--- config.mk ---
export PLATFORM = sky130hd
export DESIGN_NAME = br_update_queue
export DESIGN_NICKNAME = d
export VERILOG_FILES = /design/src/rtl/br_update_queue.sv
export SDC_FILE = /design/constraint.sdc
export NUM_CORES = 1
export LEC_CHECK = 0
export CAP_MARGIN = 25
export CORE_UTILIZATION = 55
export CTS_BUF_LIST = sky130_fd_sc_hd__clkbuf_8 sky130_fd_sc_hd__clkbuf_16
export CTS_CLUSTER_DIAMETER = 50
export DETAILED_ROUTE_END_ITERATION = 8
export GPL_TIMING_DRIVEN = 0
export PLACE_DENSITY = 0.88
export SYNTH_ARGS = -nofsm -noshare
export SYNTH_HDL_FRONTEND = slang
export SYNTH_SLANG_ARGS = --single-unit
--- constraint.sdc ---
create_clock -name clk -period 5.9 [get_ports clk]
set_clock_uncertainty 0.1 [all_clocks]
set_input_delay 1.18 -clock clk [delete_from_list [all_inputs] [get_ports clk]]
set_output_delay 1.18 -clock clk [all_outputs]
set_load 0.01 [all_outputs]
--- src/rtl/br_update_queue.sv ---
// In-order branch update queue feeding the TAGE commit-side update port.
// Optional statistics counters are built when BRQ_STATS_EN is defined.
module br_update_queue #(
    parameter int DEPTH = 8,
    parameter int IDX_W = $clog2(DEPTH)
) (
    input  logic             clk,
    input  logic             rst,
    input  logic             alloc_valid,
    input  logic [31:0]      alloc_pc,
    input  logic [1:0]       alloc_pred,
    output logic             alloc_ready,
    output logic [IDX_W-1:0] alloc_tag,
    input  logic             resolve_valid,
    input  logic [IDX_W-1:0] resolve_tag,
    input  logic             resolve_taken,
    input  logic             flush_valid,
    input  logic [IDX_W-1:0] flush_tag,
    output logic             update_valid,
    output logic [31:0]      update_pc,
    output logic             update_taken,
    output logic [1:0]       update_pred,
    output logic             update_mispredict,
    output logic [IDX_W:0]   count,
    output logic [31:0]      stat_updates,
    output logic [31:0]      stat_mispred
);

    localparam logic [IDX_W:0] FULL = (IDX_W+1)'(DEPTH);

    logic [DEPTH-1:0] ent_valid;
    logic [DEPTH-1:0] ent_resolved;
    logic [DEPTH-1:0] ent_taken;
    logic [31:0]      ent_pc   [DEPTH];
    logic [1:0]       ent_pred [DEPTH];

    logic [IDX_W:0]   head, tail;
    logic [IDX_W:0]   head_next, tail_next, count_next;
    logic [IDX_W-1:0] head_idx, tail_idx, flush_dist, res_dist;
    logic             flush_hit, flush_empty;
    logic             do_retire, do_alloc, do_resolve;
    logic [DEPTH-1:0] kill;

    // Handshake: an alloc transfers on a clock edge where alloc_valid && alloc_ready
    // and no flush is presented; alloc_ready depends on registered state only.
    assign alloc_ready = (count != FULL);
    assign alloc_tag   = tail[IDX_W-1:0];

    always_comb begin
        head_idx    = head[IDX_W-1:0];
        tail_idx    = tail[IDX_W-1:0];
        flush_dist  = flush_tag - head_idx;
        // A flush is only honoured when its tag lies inside the occupied window.
        flush_hit   = flush_valid && ({1'b0, flush_dist} < count);
        flush_empty = flush_hit && (flush_dist == '0);
        do_retire   = ent_valid[head_idx] && ent_resolved[head_idx] && !flush_empty;
        do_alloc    = alloc_valid && alloc_ready && !flush_valid;
        res_dist    = resolve_tag - head_idx;
        do_resolve  = resolve_valid && ent_valid[resolve_tag]
                      && !(flush_hit && (res_dist >= flush_dist));
        head_next   = head + {{IDX_W{1'b0}}, do_retire};
        if (flush_hit) begin
            // Tail lands at the same distance from head, so the wrap bit follows.
            tail_next  = head + {1'b0, flush_dist};
            count_next = tail_next - head_next;
        end else begin
            tail_next  = tail + {{IDX_W{1'b0}}, do_alloc};
            count_next = count + {{IDX_W{1'b0}}, do_alloc} - {{IDX_W{1'b0}}, do_retire};
        end
        kill = '0;
        for (int i = 0; i < DEPTH; i++) begin
            kill[i] = flush_hit && (IDX_W'(IDX_W'(i) - head_idx) >= flush_dist);
        end
    end

    always_ff @(posedge clk or negedge rst) begin
        if (!rst) begin
            head              <= '0;
            tail              <= '0;
            count             <= '0;
            ent_valid         <= '0;
            ent_resolved      <= '0;
            ent_taken         <= '0;
            update_valid      <= 1'b0;
            update_pc         <= '0;
            update_taken      <= 1'b0;
            update_pred       <= 2'b00;
            update_mispredict <= 1'b0;
            for (int i = 0; i < DEPTH; i++) begin
                ent_pc[i]   <= '0;
                ent_pred[i] <= '0;
            end
        end else begin
            head  <= head_next;
            tail  <= tail_next;
            count <= count_next;
            for (int i = 0; i < DEPTH; i++) begin
                if (kill[i]) ent_valid[i] <= 1'b0;
            end
            if (do_retire) ent_valid[head_idx] <= 1'b0;
            if (do_resolve) begin
                ent_resolved[resolve_tag] <= 1'b1;
                ent_taken[resolve_tag]    <= resolve_taken;
            end
            if (do_alloc) begin
                ent_valid[tail_idx]    <= 1'b1;
                ent_resolved[tail_idx] <= 1'b0;
                ent_pc[tail_idx]       <= alloc_pc;
                ent_pred[tail_idx]     <= alloc_pred;
            end
            update_valid <= do_retire;
            if (do_retire) begin
                update_pc         <= ent_pc[head_idx];
                update_taken      <= ent_taken[head_idx];
                update_pred       <= ent_pred[head_idx];
                update_mispredict <= ent_pred[head_idx][1] != ent_taken[head_idx];
            end
        end
    end

`ifdef BRQ_STATS_EN
    always_ff @(posedge clk or negedge rst) begin
        if (!rst) begin
            stat_updates <= '0;
            stat_mispred <= '0;
        end else if (do_retire) begin
            if (stat_updates != 32'hFFFF_FFFF) stat_updates <= stat_updates + 32'd1;
            if ((ent_pred[head_idx][1] != ent_taken[head_idx]) && (stat_mispred != 32'hFFFF_FFFF))
                stat_mispred <= stat_mispred + 32'd1;
        end
    end
`else
    assign stat_updates = '0;
    assign stat_mispred = '0;
`endif

endmodule

* Yosys cells after proc, flatten, opt, wreduce, memory -nomap -nowiden
Index checks and enable logic that the tools add are counted.
W data, S select, Z words.
** Storage, ports and cells
- Flip-flop bits (word level) :: 345
- Bits in latches :: 0
- Bits in writable memories :: 0
- Memory bits (read-only) :: 0
- Bits of input ports :: 46
- Output and inout port bits :: 109
- Word-level logic and storage cells :: 138
- Memories kept :: 0
** Operators by class
- $add $sub $neg :: 16
- Multiply operators :: 0
- Divide/modulo/power cells :: 0
- Magnitude comparators :: 19
- Eq/ne operators :: 2
- Shift-type cells :: 0
- Muxes and demuxes :: 41
- Bitwise gates (word level) :: 8
- Reductions and logical operators :: 25
** Operator list (count)
- $bwmux W256 :: 1
- $bmux W32 S3 :: 1
- $demux W32 S3 :: 1
- $mux W32 :: 3
- $mux W8 :: 4
- $ge A3 B3 Y1 :: 9
- $logic_and A1 B1 Y1 :: 21
- $and A8 B8 Y8 :: 2
- $bwmux W16 :: 1
- $not A8 Y8 :: 2
- $or A8 B8 Y8 :: 2
- $mux W1 :: 15
- $add A4 B1 Y4 :: 3
- $bmux W1 S3 :: 4
- $lt A3 B4 Y1 const B :: 3
- $sub A3 B3 Y3 const A :: 4
- $demux W1 S3 :: 3
- $ge A3 B1 Y1 const B :: 3
- $bwmux W8 :: 1
- $ge A4 B4 Y1 const B :: 2
- $mux W4 :: 2
- $not A3 Y4 :: 2
- $bmux W2 S3 :: 1
- $demux W2 S3 :: 1
- 13 further kinds :: 20

* Longest topological paths before layout
Gate-level depths: netlist of the first run.
- Word-level depth :: 9
- Mapped depth :: 20
- Depth with buffers taken out :: 17

* Least setup slack after synthesis of the first run
No wires, ideal clock.
- Kind :: register to register
- Start point :: register head[1]
- End point :: register count[3]
- Library setup time :: 0.135 ns
- Arrival :: 4.791 ns
- Data required time :: 5.665 ns
- Path slack :: 0.874 ns
- Stages on the path, launching flop included :: 21
- Buffers on the path :: 5
- Period minus slack after synthesis :: 5.026 ns
- Cells stage by stage :: dfrtp_1 clkbuf_1 buf_2 clkinv_1 clkbuf_1 fa_1 ha_1 a21boi_0 o21ai_0 and4_1 buf_6 nor3_4 buf_6 ha_1 ha_1 inv_1 ha_1 a21o_1 a21oi_1 xnor2_1 o21ai_0
** Between the ends
- Cells in the longest elaborated chain, start to end :: 9
- Elaborated cells between the ends (all ways) :: 17
- Those cells by class :: add/sub (5); order compare (1); mux (5); reduce/logical (6)
** RTL lines
- from (decl) :: RTL line 37 : logic [IDX_W:0] head, tail;
- from (signal assigned) :: RTL line 94 : head <= head_next;
- $sub A3 B3 Y3 :: RTL line 52 : flush_dist = flush_tag - head_idx;
- $lt A3 B4 Y1 :: RTL line 54 : flush_hit = flush_valid && ({1'b0, flush_dist} < count);
- $logic_and A1 B1 Y1 :: RTL line 54
- $logic_and A1 B1 Y1 :: RTL line 55 : flush_empty = flush_hit && (flush_dist == '0);
- $logic_not A1 Y1 :: RTL line 56 : do_retire = ent_valid[head_idx] && ent_resolved[head_idx] && !flush_empty;
- $logic_and A1 B1 Y1 (*) :: RTL line 56
- named net do_retire :: RTL line 41 : logic do_retire, do_alloc, do_resolve;
- $add A4 B1 Y4 (*) :: RTL line 61 : head_next = head + {{IDX_W{1'b0}}, do_retire};
- named net head_next[1] :: RTL line 38 : logic [IDX_W:0] head_next, tail_next, count_next;
- $sub A4 B4 Y4 (*) :: RTL line 65 : count_next = tail_next - head_next;
- $mux W4 (*) :: RTL line 62 : if (flush_hit) begin
- named net count_next[3] :: RTL line 38
- to (signal assigned) :: RTL line 96 : count <= count_next;
- to (decl) :: RTL line 24 : output logic [IDX_W:0] count,
Mark *: on every way through the listed nets, which the timed path passes. The rest lies on a longest branch. The select of a mux whose other input is x is not followed.
A chain may end at the register's enable or synchronous reset.

* Worst setup path in the final report of the first run
Same ends and word-level chain as after synthesis.

==> results of run 1 <==
## routing by layer
| metal | up-vias | global-route usage | wire length, um |
|---|---|---|---|
| met5 | - | 0 | 0 |
| met4 | 0 | 0.124 | 1720 |
| met3 | 129 | 0.0526 | 2830 |
| met2 | 525 | 0.442 | 19700 |
| met1 | 5625 | 0.332 | 15400 |
| li1 | 4748 | - | - |
## worst register-to-register path, cell delays in order (launching register included)
cell and delay, ps:
dfrtp_1 510, clkbuf_2 270, clkbuf_4 290, clkinvlp_4 250
clkbuf_2 310, buf_6 220, fa_1 620, ha_1 260
a21boi_0 130, o21ai_0 350, and4_1 280, buf_6 140
nor3_4 60, buf_6 190, ha_1 220, ha_1 360
inv_1 60, ha_1 290, a21o_1 160, a21oi_1 170
xnor2_1 140, o21ai_0 90
## cell usage in the layout (no fill, tap or decap), types with 12 or more instances in the layout
cell type and instances:
ha_1 38, buf_1 12, buf_4 65, clkdlybuf4s50_1 89, inv_1 30, mux4_2 72
buf_2 15, dfrtp_1 343, conb_1 64, a21oi_1 22, clkbuf_1 30, nand2_1 231
mux2_2 275, clkbuf_16 39
## worst paths after layout
kind                          endpoint  slack (ps)
max reg2reg                   count[3]         330
min in group asynchronous  ent_pc[178]         540
max                           count[3]         330
max in group asynchronous  ent_pc[162]        4160
min reg2reg                ent_pc[221]         380
min                        ent_pc[221]         380
## state kept, by name, indices dropped and copies added (netlist names)
register,flops
ent_valid,8
update_pred,2
update_mispredict,1
tail,3
update_pc,32
update_taken,1
ent_pred,16
ent_taken,8
count,4
update_valid,1
ent_pc,256
head,3
ent_resolved,8
## through the flow
step                 util  hold WS, ps  TNS [ps]  instance area [um^2]
CTS                 0.661          379         0                 19700
floorplan               -          341         0                 16900
global route        0.663          396         0                 19700
finish              0.663          376         0                 19700
detailed placement  0.617          363      -915                 18300
global placement    0.614          353  -3674090                 18200
## final cells by class
| type | count | area share |
|---|---|---|
| Clock buffer | 45 | 0.0537 |
| Buffer | 127 | 0.0391 |
| Timing Repair Buffer | 99 | 0.0535 |
| Multi-Input combinational cell | 828 | 0.375 |
| Sequential cell | 343 | 0.436 |
| Inverter | 30 | 0.00590 |
| Antenna cell | 3 | 0.000381 |
| Clock inverter | 18 | 0.0120 |
| Tap cell | 390 | 0.0248 |
## cell families after synthesis
family / after synthesis / synth area share
fa+ha+maj: 43 / 0.0346
mux: 355 / 0.289
xor+xnor: 15 / 0.00881
buf+inv: 157 / 0.0529
simple gates: 286 / 0.0721
flops: 343 / 0.516
other cells: 1 / 0.000226
compound gates: 65 / 0.0257
## power groups by stage
stage,Combinational (uW),Clock (uW),Sequential (uW)
2_1_floorplan,3660,0,3920
6_report,5200,2450,4090
3_3_place_gp,4800,0,3990
4_1_cts,5150,2470,4070
5_1_grt,5630,2570,4190
3_5_place_dp,5050,0,4080
## what timing repair did
action                     4_1_cts  5_1_grt
setup endpoints to repair        3        2
resized for setup                1        4
buffers inserted                 1        0
gates cloned                     0        0
pin swaps                        1        0
==> flow_summary.ini, run 1 <==
[run_status]
status = finished clean

[power]
share_comb_of_total_power = 0.443
cellPowerDensity_nw_per_um2 = 596
power.switching_fraction = 0.347
power.leakage_uw = 0.00920
netSwitchingPower_uw = 4070
clkPwrFrac = 0.209
p_int_uw = 7670
peakVddDrop_mv = 0.304
p_total_uw = 11700
power.share.sequential = 0.348

[placed_design]
port-buffer-count = 90
gpl.final_weighted_congestion = 0.932
place_hpwl_um = 25600
pre_cts_slack_ps = -405
placedCellCount = 1813

[clock_network]
clk-insertion-delay-late_ps = 520
cts.root.buffer_cell = clkbuf_16
clock_sink_count = 343
cts_buffers = 38
bufs_on_longest_clock_path = 3
htree_num_levels = 2
clk_pin_slew_ps = 60
cts.hold.buffers_added = 0
cts_tree = yes

[synth]
synth_sequential_area_ratio = 0.516
dominantRegCellSynth = dfrtp_1
synthTopCellsByArea = dfrtp_1, mux2_2, mux4_2, nand2_1, buf_4
synth-edff-count = 0
yosysTopAreaCell = dfrtp_1
synth_top_area_frac = 0.516
synth.cell_area_um2 = 16600
async_reset_ff_frac = 1.00
post_synth_most_frequent_cells = dfrtp_1, mux2_2, nand2_1
synth-warning-count = 0
syn-mean-instance-area_um2 = 13.1
synth.distinct_cells = 52
synthesis.instances = 1265
synth.ff_latch_count = 343
post-synth-top-count-cell = dfrtp_1

[critical_path]
cp-start-kind = register
sequence_of_cells_on_the_critical_path = clkbuf_2 > clkbuf_4 > clkinvlp_4 > clkbuf_2 > buf_6 > fa_1 > ha_1 > a21boi_0 > o21ai_0 > and4_1 > buf_6 > nor3_4 > buf_6 > ha_1 > ha_1 > inv_1 > ha_1 > a21o_1 > a21oi_1 > xnor2_1 > o21ai_0
timing.reg2reg.worst_path_depth = 21
worstPathArrival_ps = 5860
worst-path-stages = 21
crit_path_max_incr_delay_ps = 610
worstReg2RegStart = head[1]
crit_path_frequent_cell = ha_1
worstPathMaxFanout = 12
worst_path_max_delay_cell = fa_1
setup.worst_path.start = head[1]
crit_path_end_kind = register
critical_path.top_delay_family = adder cells
cp_class = reg -> reg
critPathBufInv = 8
required_ps = 6190

[flow_run]
cap_viol_max_count = 0

[finish]
regArea_um2 = 8580
filler_cell_count = 1999
final_layout_size_suffix_gt1_frac = 0.343
multiInputGateArea_um2 = 7390
area.growth.synth_to_final_pct = 18.6
num-nets-final = 1556
final_cell_count_no_fill = 1883

[global_route]
first_pass_grt_wire_length_um = 63100
grt_max_degree = 122
first_global_vias = 11733
groute.usage.overall = 0.264
antenna_found_initial = 3
overflow = 0

[drt]
count_of_vias_placed_by_the_detailed_router = 11027
routed_wirelength_um = 39700
ant_nets = 0
drtPass1Iterations = 6
route.detailed.vias_per_inst = 5.86
remaining_drc_errors = 0
drt_first_iter_violations = 865
post_drt_wl_per_cell_um = 21.1

[floorplan]
floorplan.die.width_um = 176
fp.dieH_um = 176
design.core.area_um2 = 29700
std_cell_rows = 63
pin_count = 155
die-area_um2 = 30900
initial_util = 0.559

[min_path]
whs_path_depth = 2
hold_path.class = reg -> reg
hold_start = ent_pc[221]

[sta]
finalCritPeriodShare = 0.945
report.final.hold_viol_count = 0
slew_worst_pin_ps = 923
worst_slew_margin_rel = 0.384
setup_viol_count_final = 0
layout_setup_ws_ps = 327
grt_setup_unrepaired = false
fin_crit_ps = 5570
final_max_slew_viol_count = 0
fmaxAchievable_ghz = 0.179
Power figures use the tool's default switching activity.
==> inputs of run 2 (changes only) <==
--- a/config.mk
+++ b/config.mk
@@ -11,6 +11,7 @@
 export CTS_CLUSTER_DIAMETER = 50
 export DETAILED_ROUTE_END_ITERATION = 8
 export GPL_TIMING_DRIVEN = 0
+export HOLD_SLACK_MARGIN = 0.08
 export PLACE_DENSITY = 0.88
 export SYNTH_ARGS = -nofsm -noshare
 export SYNTH_HDL_FRONTEND = slang
==> results of run 2 <==
Final layout, timing and power as in run 1 (identical DEF).
==> inputs of run 3 (changes only) <==
--- a/config.mk
+++ b/config.mk
@@ -8,7 +8,6 @@
 export CAP_MARGIN = 25
 export CORE_UTILIZATION = 55
 export CTS_BUF_LIST = sky130_fd_sc_hd__clkbuf_8 sky130_fd_sc_hd__clkbuf_16
-export CTS_CLUSTER_DIAMETER = 50
 export DETAILED_ROUTE_END_ITERATION = 8
 export GPL_TIMING_DRIVEN = 0
 export HOLD_SLACK_MARGIN = 0.08
==> flow_summary.ini, run 3 (synthesis results as in run 1) <==
[run_status]
status = finished clean

[floorplan]
die-area_um2 = 30900
design.core.area_um2 = 29700
std_cell_rows = 63
pin_count = 155
initial_util = 0.559
floorplan.die.width_um = 176
fp.dieH_um = 176

[finish]
final_cell_count_no_fill = 1883
top_register_by_number_of_flip_flops = ent_pc
layout.cells.most_common = dfrtp_1
final_layout_size_suffix_gt1_frac = 0.339
multiInputGateArea_um2 = 7390
biggestRegsByFlops = ent_pc x256, update_pc x32, ent_pred x16
layout_common_cells = dfrtp_1, mux2_2, nand2_1
filler_cell_count = 2009
finish.utilization = 0.660
num-nets-final = 1554
regArea_um2 = 8580
final_cell_area_um2 = 19600
area.growth.synth_to_final_pct = 18.0
largest_register_ffs = 256

[sta]
worst_slew_margin_rel = 0.370
fmaxAchievable_ghz = 0.179
fin_crit_ps = 5580
timing.setup.tns_ps = 0
grt_setup_unrepaired = false
final_max_slew_viol_count = 0
report.final.hold_viol_count = 0
finalCritPeriodShare = 0.946
slew_worst_pin_ps = 944
setup_viol_count_final = 0
finalHoldWorstSlack_ps = 381

[clock_network]
htree_num_levels = 2
cts_buffers = 37
cts_tree = yes
cts.root.buffer_cell = clkbuf_16
clk_pin_slew_ps = 60
cts.hold.buffers_added = 0
bufs_on_longest_clock_path = 3
clock_sink_count = 343
clk-insertion-delay-late_ps = 530

[global_route]
antenna_found_initial = 2
first_global_vias = 11727
first_pass_grt_wire_length_um = 62700
grt_max_degree = 122
overflow = 0
groute.usage.overall = 0.262

[placed_design]
gpl.final_weighted_congestion = 0.932
placedCellCount = 1813
port-buffer-count = 90
placement.cell_area_um2 = 18300
place_hpwl_um = 25600

[drt]
route.detailed.vias_per_inst = 5.84
drtPass1Iterations = 8
routed_wirelength_um = 39200
post_drt_wl_per_cell_um = 20.8
ant_nets = 0
count_of_vias_placed_by_the_detailed_router = 10990
drt_first_iter_violations = 998
remaining_drc_errors = 0

[critical_path]
crit_path_end_kind = register
worst_path_max_delay_cell = fa_1
crit_path_max_incr_delay_ps = 550
worstPathArrival_ps = 5870
worstPathMaxFanout = 12
critical_path.top_delay_family = buffers and inverters
crit_path_frequent_cell = ha_1
cp_class = reg -> reg
critPathBufInv = 8
required_ps = 6190
sequence_of_cells_on_the_critical_path = clkbuf_2 > clkbuf_4 > clkinvlp_4 > clkbuf_2 > buf_6 > fa_1 > ha_1 > a21boi_0 > o21ai_0 > and4_1 > buf_6 > nor3_4 > buf_6 > ha_1 > ha_1 > inv_1 > ha_1 > a21o_1 > a21oi_1 > xnor2_1 > o21ai_0
cp-start-kind = register

[power]
cellPowerDensity_nw_per_um2 = 589
peakVddDrop_mv = 0.285
power.leakage_uw = 0.00919

[flow_run]
cap_viol_max_count = 0

[min_path]
hold_path.class = reg -> reg
[run 3: repair_timing]
action	CTS	global route
pin swaps	1	0
setup endpoints to repair	3	2
buffers inserted	1	0
resized for setup	1	4
[run 3: worst min-delay path, cell delays in order, from the launching register on]
cell and delay (ps):
dfrtp_1 350, nand2_1 50, nand2_1 50
[run 3: final cells by class]
cell class	instances	share of cell area
Sequential cell	343	0.438
Multi-Input combinational cell	828	0.377
Clock buffer	46	0.0541
Timing Repair Buffer	98	0.0527
Buffer	127	0.0393
Tap cell	390	0.0249
Clock inverter	19	0.00842
Inverter	30	0.00593
Antenna cell	2	0.000255
[run 3: worst paths after layout]
check / startpoint / to / slack (ps) / depth (start not counted)
setup / recovery: head[1] / count[3] / 320 / 21
hold / removal: ent_pc[222] / ent_pc[222] / 380 / 2
setup reg to reg: head[1] / count[3] / 320 / 21
hold reg to reg: ent_pc[222] / ent_pc[222] / 380 / 2
max in group asynchronous: rst / ent_pc[1] / 4150 / 2
min in group asynchronous: rst / ent_pc[178] / 520 / 1
[run 3: power breakdown]
part           internal (uW)  total (uW)  switching [uW]
Sequential              3450        4080             623
Clock                   1370        2310             944
Combinational           2700        5170            2470
Total                   7520       11600            4030
[run 3: routing by layer]
layer  up-vias  routed length, um  GRT usage  share of wire
met3       111               2810     0.0548          0.072
met4         0               1470      0.119          0.037
met2       520              19600      0.432           0.50
met1      5605              15400      0.334           0.39
met5         -                  0          0              0
li1       4754                  -          -              -
[run 3: per-stage QoR]
| stage | setup WS, ps | total power, uW |
|---|---|---|
| after floorplan | 874 | 7580 |
| after global placement | -10720 | 8790 |
| after detailed placement | -405 | 9120 |
| after CTS | 62.8 | 11500 |
| after global routing | 68.1 | 12200 |
| final | 320 | 11600 |
